### config.mk
export PLATFORM = sky130hd
export DESIGN_NAME = pipe_ctrl
export DESIGN_NICKNAME = d
export VERILOG_FILES = /design/src/rtl/pipe_ctrl_pkg.sv /design/src/rtl/mem_seq_fsm.sv /design/src/rtl/pipe_ctrl.sv
export SDC_FILE = /design/constraint.sdc
export NUM_CORES = 1
export LEC_CHECK = 0
export BUFFER_PORTS_ARGS = -buffer_cell sky130_fd_sc_hd__buf_2
export CORE_ASPECT_RATIO = 0.9
export CORE_MARGIN = 8
export CORE_UTILIZATION = 49
export CTS_CLUSTER_SIZE = 25
export DETAILED_ROUTE_END_ITERATION = 6
export PLACE_DENSITY = 0.78
export SYNTH_ARGS = -nofsm -noshare
export SYNTH_HDL_FRONTEND = slang
export SYNTH_HIERARCHICAL = 1
export SYNTH_SLANG_ARGS = --single-unit
### constraint.sdc
create_clock -name clk -period 1.7 [get_ports clk]
set_input_delay 0.17 -clock clk [delete_from_list [all_inputs] [get_ports clk]]
set_output_delay 0.17 -clock clk [all_outputs]
set_load 0.005 [all_outputs]
### src/rtl/pipe_ctrl_pkg.sv
// Shared types for the pipeline hazard controller: memory-sequencer state
// encoding, the default timeout and the load-use source-match helper.
package pipe_ctrl_pkg;

    typedef enum logic [2:0] {
        ST_IDLE = 3'd0,
        ST_REQ  = 3'd1,
        ST_WAIT = 3'd2,
        ST_DONE = 3'd3,
        ST_ERR  = 3'd4
    } mem_state_t;

    localparam int TIMEOUT_DEFAULT = 255;
    localparam int CNT_W           = 16;

    function automatic logic src_hit(
        input logic       use_src,
        input logic [4:0] src,
        input logic [4:0] rd
    );
        return use_src && (src == rd);
    endfunction

endpackage

### src/rtl/mem_seq_fsm.sv
// Data-memory sequencer: IDLE/REQ/WAIT/DONE/ERR with a 16-bit wait counter
// and a sticky timeout flag. Request valid and timeout flag are state-only.
module mem_seq_fsm
    import pipe_ctrl_pkg::*;
#(
    parameter int TIMEOUT = TIMEOUT_DEFAULT
) (
    input  logic       clk,
    input  logic       rst,
    input  logic       i_mem_valid,
    input  logic       i_dmem_ready,
    input  logic       i_dmem_resp_valid,
    output mem_state_t o_state,
    output logic       o_req_valid,
    output logic       o_timeout_err
);

    mem_state_t       r_state;
    mem_state_t       w_next_state;
    logic [CNT_W-1:0] r_cnt;
    logic             r_timeout_err;
    logic [CNT_W:0]   w_cnt_inc;
    logic             w_timeout_hit;

    // The check looks one count ahead so ERR is entered after exactly
    // TIMEOUT cycles spent in REQ+WAIT.
    assign w_cnt_inc     = {1'b0, r_cnt} + 17'd1;
    assign w_timeout_hit = (w_cnt_inc >= 17'(TIMEOUT));

    always_ff @(posedge clk or posedge rst) begin
        if (rst) begin
            r_state <= ST_IDLE;
        end else begin
            r_state <= w_next_state;
        end
    end

    always_comb begin
        w_next_state = r_state;
        case (r_state)
            ST_IDLE: begin
                if (i_mem_valid) w_next_state = ST_REQ;
            end
            ST_REQ: begin
                // Completion in the acceptance cycle beats a coincident timeout.
                if (i_dmem_ready && i_dmem_resp_valid) w_next_state = ST_DONE;
                else if (w_timeout_hit)                w_next_state = ST_ERR;
                else if (i_dmem_ready)                 w_next_state = ST_WAIT;
            end
            ST_WAIT: begin
                if (i_dmem_resp_valid)  w_next_state = ST_DONE;
                else if (w_timeout_hit) w_next_state = ST_ERR;
            end
            ST_DONE: w_next_state = ST_IDLE;
            ST_ERR:  w_next_state = ST_ERR;
            default: w_next_state = ST_IDLE;
        endcase
    end

    always_ff @(posedge clk or posedge rst) begin
        if (rst) begin
            r_cnt <= '0;
        end else if (r_state == ST_IDLE && w_next_state == ST_REQ) begin
            r_cnt <= '0;
        end else if (r_state == ST_REQ || r_state == ST_WAIT) begin
            r_cnt <= w_cnt_inc[CNT_W-1:0];
        end
    end

    always_ff @(posedge clk or posedge rst) begin
        if (rst) begin
            r_timeout_err <= 1'b0;
        end else if (w_next_state == ST_ERR) begin
            r_timeout_err <= 1'b1;
        end
    end

    assign o_state       = r_state;
    assign o_req_valid   = (r_state == ST_REQ);
    assign o_timeout_err = r_timeout_err;

endmodule

### src/rtl/pipe_ctrl.sv
// Pipeline hazard controller: memory stall > branch flush > load-use stall.
// All stall/flush/bubble outputs are combinational; memory state lives in mem_seq_fsm.
module pipe_ctrl
    import pipe_ctrl_pkg::*;
#(
    parameter int TIMEOUT = TIMEOUT_DEFAULT
) (
    input  logic       clk,
    input  logic       rst,
    input  logic [4:0] decode_rs1,
    input  logic [4:0] decode_rs2,
    input  logic       decode_use_rs1,
    input  logic       decode_use_rs2,
    input  logic       regE_is_load,
    input  logic [4:0] regE_wb_rd,
    input  logic       execute_branch_jump,
    input  logic       regM_mem_valid,
    input  logic       dmem_ready,
    input  logic       dmem_resp_valid,
    output logic       dmem_req_valid,
    output logic       stall_F,
    output logic       stall_D,
    output logic       stall_E,
    output logic       stall_M,
    output logic       flush_D,
    output logic       flush_E,
    output logic       bubble_W,
    output logic       timeout_err
);

    mem_state_t w_state;
    logic       w_mem_busy;
    logic       w_load_use;

    mem_seq_fsm #(
        .TIMEOUT (TIMEOUT)
    ) u_mem_seq (
        .clk               (clk),
        .rst               (rst),
        .i_mem_valid       (regM_mem_valid),
        .i_dmem_ready      (dmem_ready),
        .i_dmem_resp_valid (dmem_resp_valid),
        .o_state           (w_state),
        .o_req_valid       (dmem_req_valid),
        .o_timeout_err     (timeout_err)
    );

    // IDLE with a pending M op already stalls, so the detect cycle counts as busy.
    assign w_mem_busy = ((w_state == ST_IDLE) && regM_mem_valid)
                      || (w_state == ST_REQ)
                      || (w_state == ST_WAIT)
                      || (w_state == ST_ERR);

    assign w_load_use = regE_is_load && (regE_wb_rd != 5'd0)
                      && (src_hit(decode_use_rs1, decode_rs1, regE_wb_rd)
                       || src_hit(decode_use_rs2, decode_rs2, regE_wb_rd));

    always_comb begin
        stall_F  = 1'b0;
        stall_D  = 1'b0;
        stall_E  = 1'b0;
        stall_M  = 1'b0;
        flush_D  = 1'b0;
        flush_E  = 1'b0;
        bubble_W = 1'b0;
        if (w_mem_busy) begin
            stall_F  = 1'b1;
            stall_D  = 1'b1;
            stall_E  = 1'b1;
            stall_M  = 1'b1;
            bubble_W = 1'b1;
        end else if (execute_branch_jump) begin
            flush_D = 1'b1;
            flush_E = 1'b1;
        end else if (w_load_use) begin
            stall_F = 1'b1;
            stall_D = 1'b1;
            flush_E = 1'b1;
        end
    end

endmodule

==> results of run 1 <==
==> critical path: cells and delay by family, from the launching register on <==
kind / cells / cell delay, ps
AO/OA/AOI/OAI: 4 / 900
flip-flops: 1 / 470
AND/OR/NAND/NOR: 2 / 570
==> registers in the layout, summed over array words and instances, names as in the netlist <==
| name | cells |
|---|---|
| u_mem_seq/o_state | 3 |
| u_mem_seq/r_cnt | 16 |
| u_mem_seq/o_timeout_err | 1 |
==> cells by family after synthesis <==
logic type      Yosys count
simple gates             71
compound gates           32
xor+xnor                 29
flops                    20
buf+inv                  17
fa+ha+maj                 2
==> synthesized netlist by cell type, drive strengths merged (2+ instances only) <==
master	n	share of area
o21ai	6	0.020
nand4	8	0.042
nor4	4	0.021
inv	6	0.015
a21oi	7	0.023
and2	2	0.0083
or3	4	0.017
nor3b	2	0.013
buf	8	0.037
dfrtp	20	0.33
or4	2	0.013
nor2	22	0.057
ha	2	0.017
nor3	5	0.020
and3	3	0.013
nand2	11	0.028
nand2b	2	0.0083
xor2	18	0.10
clkbuf	3	0.0075
nand3	3	0.017
a31oi	3	0.013
o21bai	2	0.010
xnor2	11	0.064
a32oi	2	0.012
o31ai	3	0.018
==> power groups by stage <==
stage / combinational [mW] / clock (mW) / sequential (mW)
final: 1.64 / 0.389 / 0.622
after global routing: 1.74 / 0.424 / 0.625
after detailed placement: 1.01 / 0 / 0.636
after CTS: 1.30 / 0.398 / 0.618
after global placement: 0.997 / 0 / 0.635
after floorplan: 0.615 / 0 / 0.656
==> through the flow <==
| stage | hold WS (ps) | utilization |
|---|---|---|
| after global placement | 208 | 0.634 |
| after floorplan | 134 | - |
| after detailed placement | 221 | 0.634 |
| after global routing | 176 | 0.791 |
| after CTS | 125 | 0.726 |
| final | 203 | 0.791 |
==> cell type report <==
type	instances	area share
tap	42	0.0222
inverter	6	0.0116
sequential	20	0.213
clock buffer	3	0.00950
timing repair buffer	83	0.246
multi-input combinational	134	0.484
antenna	1	0.00106
clock inverter	1	0.0127
==> what timing repair did <==
| action | CTS | global route |
|---|---|---|
| pin swaps | 13 | 9 |
| resized for setup | 26 | 25 |
| buffers inserted | 11 | 9 |
| endpoints found under the setup margin | 12 | 22 |
| endpoints found under the hold margin | 20 | 0 |
| hold buffers | 1 | 0 |
==> placed cells by master (no fill, tap or decap), types with 3 or more instances in the layout <==
cell                       synthesis  routed
sky130_fd_sc_hd__xnor2_1          11       9
sky130_fd_sc_hd__buf_4             4      45
sky130_fd_sc_hd__a21oi_1           7       5
sky130_fd_sc_hd__nand2_1          11       9
sky130_fd_sc_hd__inv_1             5       3
sky130_fd_sc_hd__nand4_1           6       6
sky130_fd_sc_hd__or3_1             4       3
sky130_fd_sc_hd__xor2_1           18      16
sky130_fd_sc_hd__dfrtp_2           0       3
sky130_fd_sc_hd__nor2_1           21      20
sky130_fd_sc_hd__dfrtp_1          20      17
sky130_fd_sc_hd__clkbuf_4          0       3
sky130_fd_sc_hd__nor3_1            4       3
sky130_fd_sc_hd__o31ai_2           1       3
sky130_fd_sc_hd__buf_2             3      29
sky130_fd_sc_hd__o21ai_1           2       3
sky130_fd_sc_hd__buf_6             1       8
==> worst paths after layout <==
path	end	depth (start not counted)
setup / recovery	u_mem_seq/o_state[1]	6
hold / removal	u_mem_seq/o_state[1]	2
setup reg to reg	u_mem_seq/o_state[1]	6
hold reg to reg	u_mem_seq/o_timeout_err	2
max in group asynchronous	u_mem_seq/o_state[2]	4
min in group asynchronous	u_mem_seq/r_cnt[8]	4
==> per-layer routing <==
metal | track usage | part of all wire
met4 | 0.0683 | 0.057
met2 | 0.323 | 0.50
met5 | 0 | 0
met3 | 0.0506 | 0.085
met1 | 0.209 | 0.35
==> impl_metrics.py, run 1 <==
metrics = {
    "grt": {
        "number_of_antenna_violations_at_the_first_check_in_global_routing": 1,
        "grt_start_max_net_pins": 21,
        "number_of_global_route_vias_before_repair": 1520,
        "first_pass_grt_wire_length_um": 7150,
        "globalRoute.totalOverflow": 0,
        "gr-usage-all-layers": 0.184,
    },
    "finish": {
        "design.final.nets": 274,
        "synthToLayoutAreaGrowth_pct": 57.8,
        "stdcell_area_sq_um": 2370,
        "instances_no_fill": 290,
        "area_taken_by_multi_input_logic_gates_sq_um": 1150,
        "fillerInstances": 169,
        "sequential_cell_area_sq_um": 504,
        "drive_gt1_frac": 0.518,
    },
    "synthesis": {
        "syn_avg_cell_area_sq_um": 8.78,
        "synth.lib_cells_used.distinct": 51,
        "synth-simple-area-share": 0.271,
        "synthesis.instances": 171,
        "yosys-mux-area-fraction": 0,
        "synth-seq-cells": 20,
        "largest_family_of_logic_cells_by_synthesized_area": "simple AND/OR/NAND/NOR gates",
        "synth-xor-area-share": 0.169,
        "ys_warn_count": 6,
        "post_synthesis_cell_area_sq_um": 1500,
        "synth-compound-area-share": 0.150,
        "postSynthNetCount": 197,
        "synth.yosys.seq_area_share": 0.333,
        "synth-main-ff-cell": "sky130_fd_sc_hd__dfrtp_1",
        "synth_fa_ha_area_frac": 0.0167,
        "synth_enable_flop_cells": 0,
        "synth-async-reset-ratio": 1.00,
    },
    "place": {
        "detailedPlacementHpwl_um": 2930,
        "gpl.final_weighted_congestion": 0.865,
        "cell_count_post_placement": 264,
        "placement.io_buffers": 32,
        "preCtsSetupSlack_ps": -135,
        "place_area_sq_um": 1900,
    },
    "floorplan": {
        "die_width_um": 74.4,
        "initial_core_util": 0.501,
        "fp.coreArea_sq_um": 3000,
        "core.rowCount": 19,
        "floorplan.die.height_um": 68.5,
        "design.die.area_sq_um": 5090,
        "top_level_ports": 33,
    },
    "sta": {
        "report.final.setup_viol": 16,
        "max-slew-margin-rel": 0.738,
        "tns_ps": -1840,
        "clock-skew-final_ps": 3.37,
        "layout_setup_ws_ps": -294,
        "worst_slew_pin_slew_ps": 393,
        "grt_setup_unrepaired": "yes",
        "final_min_period_over_clock_period": 1.17,
        "highest_achievable_clock_rate_mhz": 501,
        "final-max-slew-violation-count": 0,
        "time_the_worst_path_needs_with_i_o_delays_and_setup_ps": 1990,
        "final-hold-violation-count": 0,
    },
    "worst_setup_path": {
        "critical_path_cell_list": "nand4_1 > a31oi_2 > a21oi_1 > a211o_1 > nor3_4 > o21a_1",
        "timing.critical_path.from": "u_mem_seq/r_cnt[8]",
        "reg2reg_setup_slack_ps": -290,
        "cp_slowest_stage_delay_ps": 470,
        "setup.worst_path.end_class": "flop",
        "worst-endpoint-arrival_ps": 2240,
        "worstPathMaxFanout": 6,
        "critical_path.slowest_cell": "sky130_fd_sc_hd__dfrtp_1",
        "timing.rr.start": "u_mem_seq/r_cnt[8]",
        "worst_ep_required_ps": 1950,
        "worstSetupPathType": "reg -> reg",
        "kind_of_start_point_of_the_critical_path": "flop",
    },
    "outcome": {
        "run_status": "complete, but fails checks",
        "violations": "negative setup slack",
    },
    "clock_network": {
        "cts-buffers-inserted": 3,
        "htreeDepth": 1,
        "clock_tree_from_tritoncts": "done",
        "cts.path.max_buffers": 2,
        "clock-root-buffer": "sky130_fd_sc_hd__clkbuf_4",
        "clkTransAtPathRegs_ps": 110,
        "clock-sinks": 20,
        "clk-insertion-delay-late_ps": 310,
    },
    "power_and_ir_drop": {
        "power.share.combinational": 0.619,
        "power_switching_mw": 1.08,
        "design_power_total_mw": 2.65,
        "p_int_mw": 1.58,
        "pwr_density_nw_per_um2": 1120,
        "ir_drop_mv": 0.892,
        "cellLeakagePower_nw": 1.17,
        "clock_power_share": 0.147,
        "swShare": 0.405,
        "pwr-share-seq": 0.234,
    },
    "detailed_routing": {
        "detail_route.drc_violations": 0,
        "vias": 1756,
        "dr.pass1.iters": 4,
        "antenna_left": 0,
        "wl_per_cell_um": 21.1,
        "via_per_inst": 6.06,
        "drt_first_iter_violations": 184,
        "route.final.wire_length_um": 6130,
    },
    "flow_run": {
        "cap_viol_max_count": 0,
    },
    "worst_hold_path": {
        "timing.hold.worst.start": "dmem_resp_valid",
        "timing.hold.worst.class": "in -> reg",
    },
}
(Power assumes the default switching activity.)
==> run 2, diff against run 1 <==
Settings changed: PLACE_DENSITY 0.78 to 0.76.
==> run 2 against run 1 <==
  * Highest routed layer unchanged
  * Global-route usage decreased by 0.29 points
  * Die area stayed put
  * Largest cell class unchanged
  * The run still ends with negative setup slack left
  * First-iteration DRC count fell by 66%
  * Routed wire length is 23% lower
  * Critical path depth increased by 1
==> impl_metrics.py, run 2 (same netlist as run 1, synthesis figures left out) <==
metrics = {
    "outcome": {
        "run_status": "complete, but fails checks",
        "violations": "negative setup slack",
    },
    "finish": {
        "fin_util": 0.754,
        "largest_reg_flops": 16,
        "highest_count_cells_in_the_layout_ignoring_fill_and_taps": "33 x sky130_fd_sc_hd__buf_4, 32 x sky130_fd_sc_hd__buf_2, 18 x sky130_fd_sc_hd__nor2_1, 17 x sky130_fd_sc_hd__xor2_1, 17 x sky130_fd_sc_hd__dfrtp_1",
        "antenna_cells_inserted": 0,
        "synthToLayoutAreaGrowth_pct": 50.5,
        "drive_gt1_frac": 0.496,
        "top_register": "u_mem_seq/r_cnt",
        "instances_no_fill": 282,
        "design.final.nets": 267,
        "stdcell_area_sq_um": 2260,
        "fillerInstances": 202,
        "layout_commonest_cell": "sky130_fd_sc_hd__buf_4",
    },
    "grt": {
        "number_of_global_route_vias_before_repair": 1560,
        "number_of_antenna_violations_at_the_first_check_in_global_routing": 0,
        "gr-usage-all-layers": 0.181,
        "grt_start_max_net_pins": 17,
        "globalRoute.totalOverflow": 0,
        "first_pass_grt_wire_length_um": 7120,
    },
    "sta": {
        "final_min_period_over_clock_period": 1.10,
        "clock-skew-final_ps": 5.14,
        "worst_slew_pin_slew_ps": 398,
        "max-slew-margin-rel": 0.735,
        "layout_setup_ws_ps": -164,
        "final-max-slew-violation-count": 0,
        "time_the_worst_path_needs_with_i_o_delays_and_setup_ps": 1860,
        "grt_setup_unrepaired": "yes",
        "final-hold-violation-count": 0,
        "highest_achievable_clock_rate_mhz": 536,
        "report.final.setup_viol": 9,
    },
    "worst_setup_path": {
        "worst-endpoint-arrival_ps": 2070,
        "kind_of_start_point_of_the_critical_path": "flop",
        "reg2reg_setup_slack_ps": -160,
        "worst_r2r_endpoint": "u_mem_seq/o_state[1]",
        "setup.worst_path.end_class": "flop",
        "worstSetupPathType": "reg -> reg",
        "timing.critical_path.from": "u_mem_seq/r_cnt[0]",
        "timing.rr.start": "u_mem_seq/r_cnt[0]",
        "worstPathMaxFanout": 5,
        "worst_ep_required_ps": 1910,
        "cp-endpoint": "u_mem_seq/o_state[1]",
        "r2r_cells": 7,
    },
    "flow_run": {
        "cap_viol_max_count": 0,
    },
    "place": {
        "placement.io_buffers": 32,
        "gpl.final_weighted_congestion": 0.966,
        "cell_count_post_placement": 263,
        "place_area_sq_um": 1890,
        "detailedPlacementHpwl_um": 3130,
        "preCtsSetupSlack_ps": -156,
    },
    "floorplan": {
        "top_level_ports": 33,
        "design.die.area_sq_um": 5090,
        "die_width_um": 74.4,
        "floorplan.die.height_um": 68.5,
        "fp.coreArea_sq_um": 3000,
        "core.rowCount": 19,
        "initial_core_util": 0.501,
    },
    "clock_network": {
        "cts.path.max_buffers": 2,
        "clkTransAtPathRegs_ps": 110,
        "cts-buffers-inserted": 3,
        "htreeDepth": 1,
        "clock-sinks": 20,
        "clk-insertion-delay-late_ps": 310,
        "clock-root-buffer": "sky130_fd_sc_hd__clkbuf_4",
        "clock_tree_from_tritoncts": "done",
    },
    "detailed_routing": {
        "drt_first_iter_violations": 63,
        "route.final.wire_length_um": 4720,
        "via_per_inst": 5.55,
        "dr.pass1.iters": 4,
        "detail_route.drc_violations": 0,
        "antenna_left": 0,
        "wl_per_cell_um": 16.7,
        "vias": 1565,
    },
    "worst_hold_path": {
        "timing.hold.worst.class": "in -> reg",
        "hold_path_depth": 2,
        "timing.hold.worst.start": "dmem_resp_valid",
    },
    "power_and_ir_drop": {
        "pwr_density_nw_per_um2": 1020,
        "ir_drop_mv": 0.818,
        "cellLeakagePower_nw": 1.05,
    },
}
run 2: area by class of cell:
type / count / area, sq um / area share
multi-input combinational: 134 / 1120 / 0.496
timing repair buffer: 76 / 531 / 0.235
sequential: 20 / 504 / 0.223
tap: 42 / 52.6 / 0.0233
clock buffer: 4 / 26.3 / 0.0116
inverter: 6 / 25.0 / 0.0111
run 2: layer usage:
metal  wire length [um]  GRT usage  vias to the layer above
li1                   -          -                      741
met1               1780      0.196                      764
met2               2560      0.340                       45
met3                237     0.0434                       15
met4                147     0.0585                        0
met5                  0          0                        -
run 2: worst max-delay path: stages, from the launching register on:
cell and delay, ps:
sky130_fd_sc_hd__dfrtp_2 470, sky130_fd_sc_hd__ha_4 190, sky130_fd_sc_hd__buf_6 120, sky130_fd_sc_hd__xor2_1 170, sky130_fd_sc_hd__o2111ai_2 160, sky130_fd_sc_hd__o311ai_2 390, sky130_fd_sc_hd__nor3_4 90, sky130_fd_sc_hd__o21a_1 170
run 2: repair_timing:
item / 4_1_cts / 5_1_grt
setup buffers: 10 / 4
endpoints found under the hold margin: 7 / 0
pin swaps: 8 / 8
hold buffers: 1 / 0
resized for setup: 30 / 19
setup endpoints to repair: 12 / 22
run 2: worst min path at each step:
stage / endpoint / slack [ps]
6_report: u_mem_seq/o_state[1] / 150
5_1_grt: u_mem_seq/o_state[1] / 150
4_1_cts: u_mem_seq/o_state[1] / 150
3_5_place_dp: u_mem_seq/r_cnt[9] / 130
3_3_place_gp: u_mem_seq/r_cnt[9] / 130
2_1_floorplan: u_mem_seq/o_state[0] / 130
run 2: metrics by stage:
stage / hold slack, ps / setup TNS (ps) / total power [mW]
floorplan: 134 / -129 / 1.27
global placement: 129 / -386 / 1.57
detailed placement: 131 / -578 / 1.61
CTS: 146 / -795 / 2.11
global route: 151 / -1730 / 2.46
finish: 154 / -949 / 2.30
run 2: where the power goes:
group | total, mW | switching [mW] | internal [mW]
Combinational | 1.43 | 0.725 | 0.706
Clock | 0.237 | 0.146 | 0.0919
Sequential | 0.629 | 0.0805 | 0.548
==> run 3, diff against run 2 <==
Settings changed: GPL_TIMING_DRIVEN set to 0, SYNTH_HIERARCHICAL 1 to unset.
==> run 3 against run 2 <==
  * The run ends with negative hold slack, negative setup slack left
  * Design area decreased by 4.7%
  * Cell count decreased by 2.1%
  * Critical path depth unchanged
  * First-iteration DRC count increased by 35%
  * Synthesized cell count increased by 4.1%
  * Non-clock buffer count decreased by 9
  * Flip-flop and latch count unchanged
  * Die area increased by 2.1%
  * Worst setup slack got worse by 120 ps
  * Sequential power decreased by 18%
  * Maximum frequency decreased by 6.0%
  * Routed wire length decreased by 16%
  * Critical endpoint is now u_mem_seq.o_state[0]
==> impl_metrics.py, run 3 <==
metrics = {
    "outcome": {
        "run_status": "complete, but fails checks",
        "violations": "negative hold slack, negative setup slack",
    },
    "place": {
        "preCtsSetupSlack_ps": -700,
        "cell_count_post_placement": 252,
        "place_area_sq_um": 1770,
        "gpl.final_weighted_congestion": 0.829,
        "placement.io_buffers": 32,
        "detailedPlacementHpwl_um": 2620,
    },
    "synthesis": {
        "synth_enable_flop_cells": 0,
        "netlist_top_cells_area": "sky130_fd_sc_hd__dfrtp_1 32%, sky130_fd_sc_hd__xor2_1 9.7%, sky130_fd_sc_hd__xnor2_1 6.8%",
        "ys_warn_count": 0,
        "yosysTopAreaCell": "sky130_fd_sc_hd__dfrtp_1",
        "syn_avg_cell_area_sq_um": 8.66,
        "synth.lib_cells_used.distinct": 44,
        "yosys.cell_count.top_type": "sky130_fd_sc_hd__nor2_1",
        "synth-seq-cells": 20,
        "synth_largest_type_area_fraction": 0.325,
        "synth-async-reset-ratio": 1.00,
        "synthesis.instances": 178,
        "post_synthesis_cell_area_sq_um": 1540,
        "postSynthNetCount": 204,
        "most_common_library_cells_after_synthesis": "25 x sky130_fd_sc_hd__nor2_1, 20 x sky130_fd_sc_hd__dfrtp_1, 17 x sky130_fd_sc_hd__xor2_1",
        "synth-main-ff-cell": "sky130_fd_sc_hd__dfrtp_1",
        "synth.yosys.seq_area_share": 0.325,
    },
    "worst_setup_path": {
        "cell_type_group_with_the_largest_total_delay_on_the_critical_path": "simple AND/OR/NAND/NOR gates",
        "worstPathMaxFanout": 6,
        "worst_ep_required_ps": 1940,
        "critical_path_cell_list": "ha_4 > and2_4 > nand3_4 > mux2_4 > o32a_1 > nor4_4 > a32o_1",
        "crit_path_buffers_inverters": 0,
        "r2r_cells": 7,
        "reg2reg_setup_slack_ps": -280,
        "worst_r2r_endpoint": "u_mem_seq.o_state[0]",
        "timing.rr.start": "u_mem_seq.r_cnt[0]",
        "cp_slowest_stage_delay_ps": 480,
        "critical_path.slowest_cell": "sky130_fd_sc_hd__dfrtp_2",
        "setup.worst_path.end_class": "flop",
        "kind_of_start_point_of_the_critical_path": "flop",
        "worst-endpoint-arrival_ps": 2230,
        "crit_cells": 7,
        "worstSetupPathType": "reg -> reg",
    },
    "sta": {
        "clock-skew-final_ps": 2.51,
        "final-hold-violation-count": 20,
        "layout_setup_ws_ps": -284,
        "worst_slew_pin_slew_ps": 764,
        "highest_achievable_clock_rate_mhz": 504,
        "final-max-slew-violation-count": 0,
        "hold_ws_ps": -10.0,
        "report.final.setup_viol": 13,
        "grt_setup_unrepaired": "yes",
        "time_the_worst_path_needs_with_i_o_delays_and_setup_ps": 1980,
        "final_min_period_over_clock_period": 1.17,
        "max-slew-margin-rel": 0.490,
    },
    "grt": {
        "gr_met1_demand_resource": 0.197,
        "busiest_layer": "met2",
        "grt_util_met3": 0.0361,
        "grt_start_max_net_pins": 21,
        "first_pass_grt_wire_length_um": 6290,
        "number_of_antenna_violations_at_the_first_check_in_global_routing": 0,
        "globalRoute.totalOverflow": 0,
        "number_of_global_route_vias_before_repair": 1356,
        "use_met2": 0.247,
        "gr-usage-all-layers": 0.151,
    },
    "finish": {
        "top_register": "u_mem_seq.r_cnt",
        "drive_gt1_frac": 0.423,
        "fillerInstances": 224,
        "layout_commonest_cell": "sky130_fd_sc_hd__buf_2",
        "largest_reg_flops": 16,
        "sequential_cell_area_sq_um": 504,
        "instances_no_fill": 276,
        "synthToLayoutAreaGrowth_pct": 39.8,
        "area_taken_by_multi_input_logic_gates_sq_um": 1080,
        "design.final.nets": 262,
        "stdcell_area_sq_um": 2150,
        "antenna_cells_inserted": 0,
        "highest_count_cells_in_the_layout_ignoring_fill_and_taps": "32 x sky130_fd_sc_hd__buf_2, 25 x sky130_fd_sc_hd__buf_4, 24 x sky130_fd_sc_hd__nor2_1, 17 x sky130_fd_sc_hd__xor2_1, 17 x sky130_fd_sc_hd__dfrtp_1",
    },
    "clock_network": {
        "htreeDepth": 1,
        "clkTransAtPathRegs_ps": 110,
        "clk-insertion-delay-late_ps": 300,
        "cts-buffers-inserted": 3,
        "cts.path.max_buffers": 2,
        "clock-root-buffer": "sky130_fd_sc_hd__clkbuf_4",
        "clock-sinks": 20,
        "clock_tree_from_tritoncts": "done",
    },
    "floorplan": {
        "core.rowCount": 19,
        "design.die.area_sq_um": 5200,
        "fp.coreArea_sq_um": 3020,
        "die_width_um": 75.1,
        "top_level_ports": 33,
        "initial_core_util": 0.511,
        "floorplan.die.height_um": 69.2,
    },
    "detailed_routing": {
        "detail_route.drc_violations": 0,
        "dr.pass1.iters": 4,
        "route.final.wire_length_um": 3960,
        "antenna_left": 0,
        "via_per_inst": 5.27,
        "drt_first_iter_violations": 85,
        "vias": 1455,
        "wl_per_cell_um": 14.3,
    },
    "power_and_ir_drop": {
        "ir_drop_mv": 0.356,
        "cellLeakagePower_nw": 0.900,
        "pwr_density_nw_per_um2": 433,
    },
    "flow_run": {
        "cap_viol_max_count": 0,
    },
    "worst_hold_path": {
        "timing.hold.worst.class": "in -> async",
    },
}
run 3: cell count changes after synthesis, sizes merged, moves of 3 or more:
cell    previous run  this run
nand2             11        14
nand2b             2         5
nand3              3         9
nand4              8         4
nor2              22        25
o21ai              6         1
or3                4         0
run 3: kinds of logic (layout without fill, tap and decap cells):
group,after synthesis,in the layout,share of synthesized area
buffers and inverters,20,76,0.0657
xor gates and xnor gates,29,29,0.165
and+or+nand+nor,79,79,0.279
AOI/OAI and AO/OA,26,26,0.133
muxes,1,1,0.00974
adders and majority gates,3,3,0.0227
DFF,20,20,0.325
run 3: metrics by stage:
step	util	hold WS, ps	TNS [ps]	power (mW)
floorplan	-	134	-1280	0.626
detailed placement	0.585	339	-9900	0.682
global placement	0.585	334	-8060	0.678
CTS	0.679	0.743	-972	0.926
finish	0.714	-10.0	-1180	0.933
global route	0.714	40.2	-2500	0.986
run 3: how the worst max path moves through the flow:
stage                         start                      end  slack, ps
3_3_place_gp   u_mem_seq.o_state[1]       u_mem_seq.r_cnt[4]       -570
3_5_place_dp   u_mem_seq.o_state[1]       u_mem_seq.r_cnt[0]       -700
4_1_cts          u_mem_seq.r_cnt[0]     u_mem_seq.o_state[0]       -210
6_report         u_mem_seq.r_cnt[0]     u_mem_seq.o_state[0]       -280
5_1_grt          u_mem_seq.r_cnt[0]  u_mem_seq.o_timeout_err       -360
2_1_floorplan    u_mem_seq.r_cnt[0]     u_mem_seq.o_state[0]       -100
run 3: worst reg2reg max path, cell delays in order (launching register included):
cell	delay, ps
sky130_fd_sc_hd__dfrtp_2	480
sky130_fd_sc_hd__ha_4	190
sky130_fd_sc_hd__and2_4	170
sky130_fd_sc_hd__nand3_4	60
sky130_fd_sc_hd__mux2_4	290
sky130_fd_sc_hd__o32a_1	190
sky130_fd_sc_hd__nor4_4	330
sky130_fd_sc_hd__a32o_1	220
run 3: what timing repair did:
action,in CTS,in global routing
gates resized for setup,34,7
setup endpoints to repair,27,26
hold buffers,0,0
setup buffers,17,8
endpoints found under the hold margin,0,0
pin swaps,9,12
cloned,0,0
run 3: final cells by class:
class / instances / share of cell area
multi-input combinational: 138 / 0.503
sequential: 20 / 0.234
buffer: 10 / 0.0430
tap: 42 / 0.0244
inverter: 6 / 0.0105
timing repair buffer: 57 / 0.175
clock buffer: 3 / 0.0105
run 3: layer usage:
layer | vias to the layer above | part of all wire
met1 | 678 | 0.43
met3 | 6 | 0.046
met5 | - | 0
met2 | 35 | 0.51
met4 | 0 | 0.011
li1 | 736 | -
run 3: report_power, final:
part | total [mW] | leakage (nW) | switching [mW] | internal (mW)
clock | 0.221 | 0.0138 | 0.139 | 0.0826
sequential | 0.516 | 0.231 | 0.0220 | 0.494
combinational | 0.196 | 0.656 | 0.0977 | 0.0981
total | 0.933 | 0.900 | 0.259 | 0.675
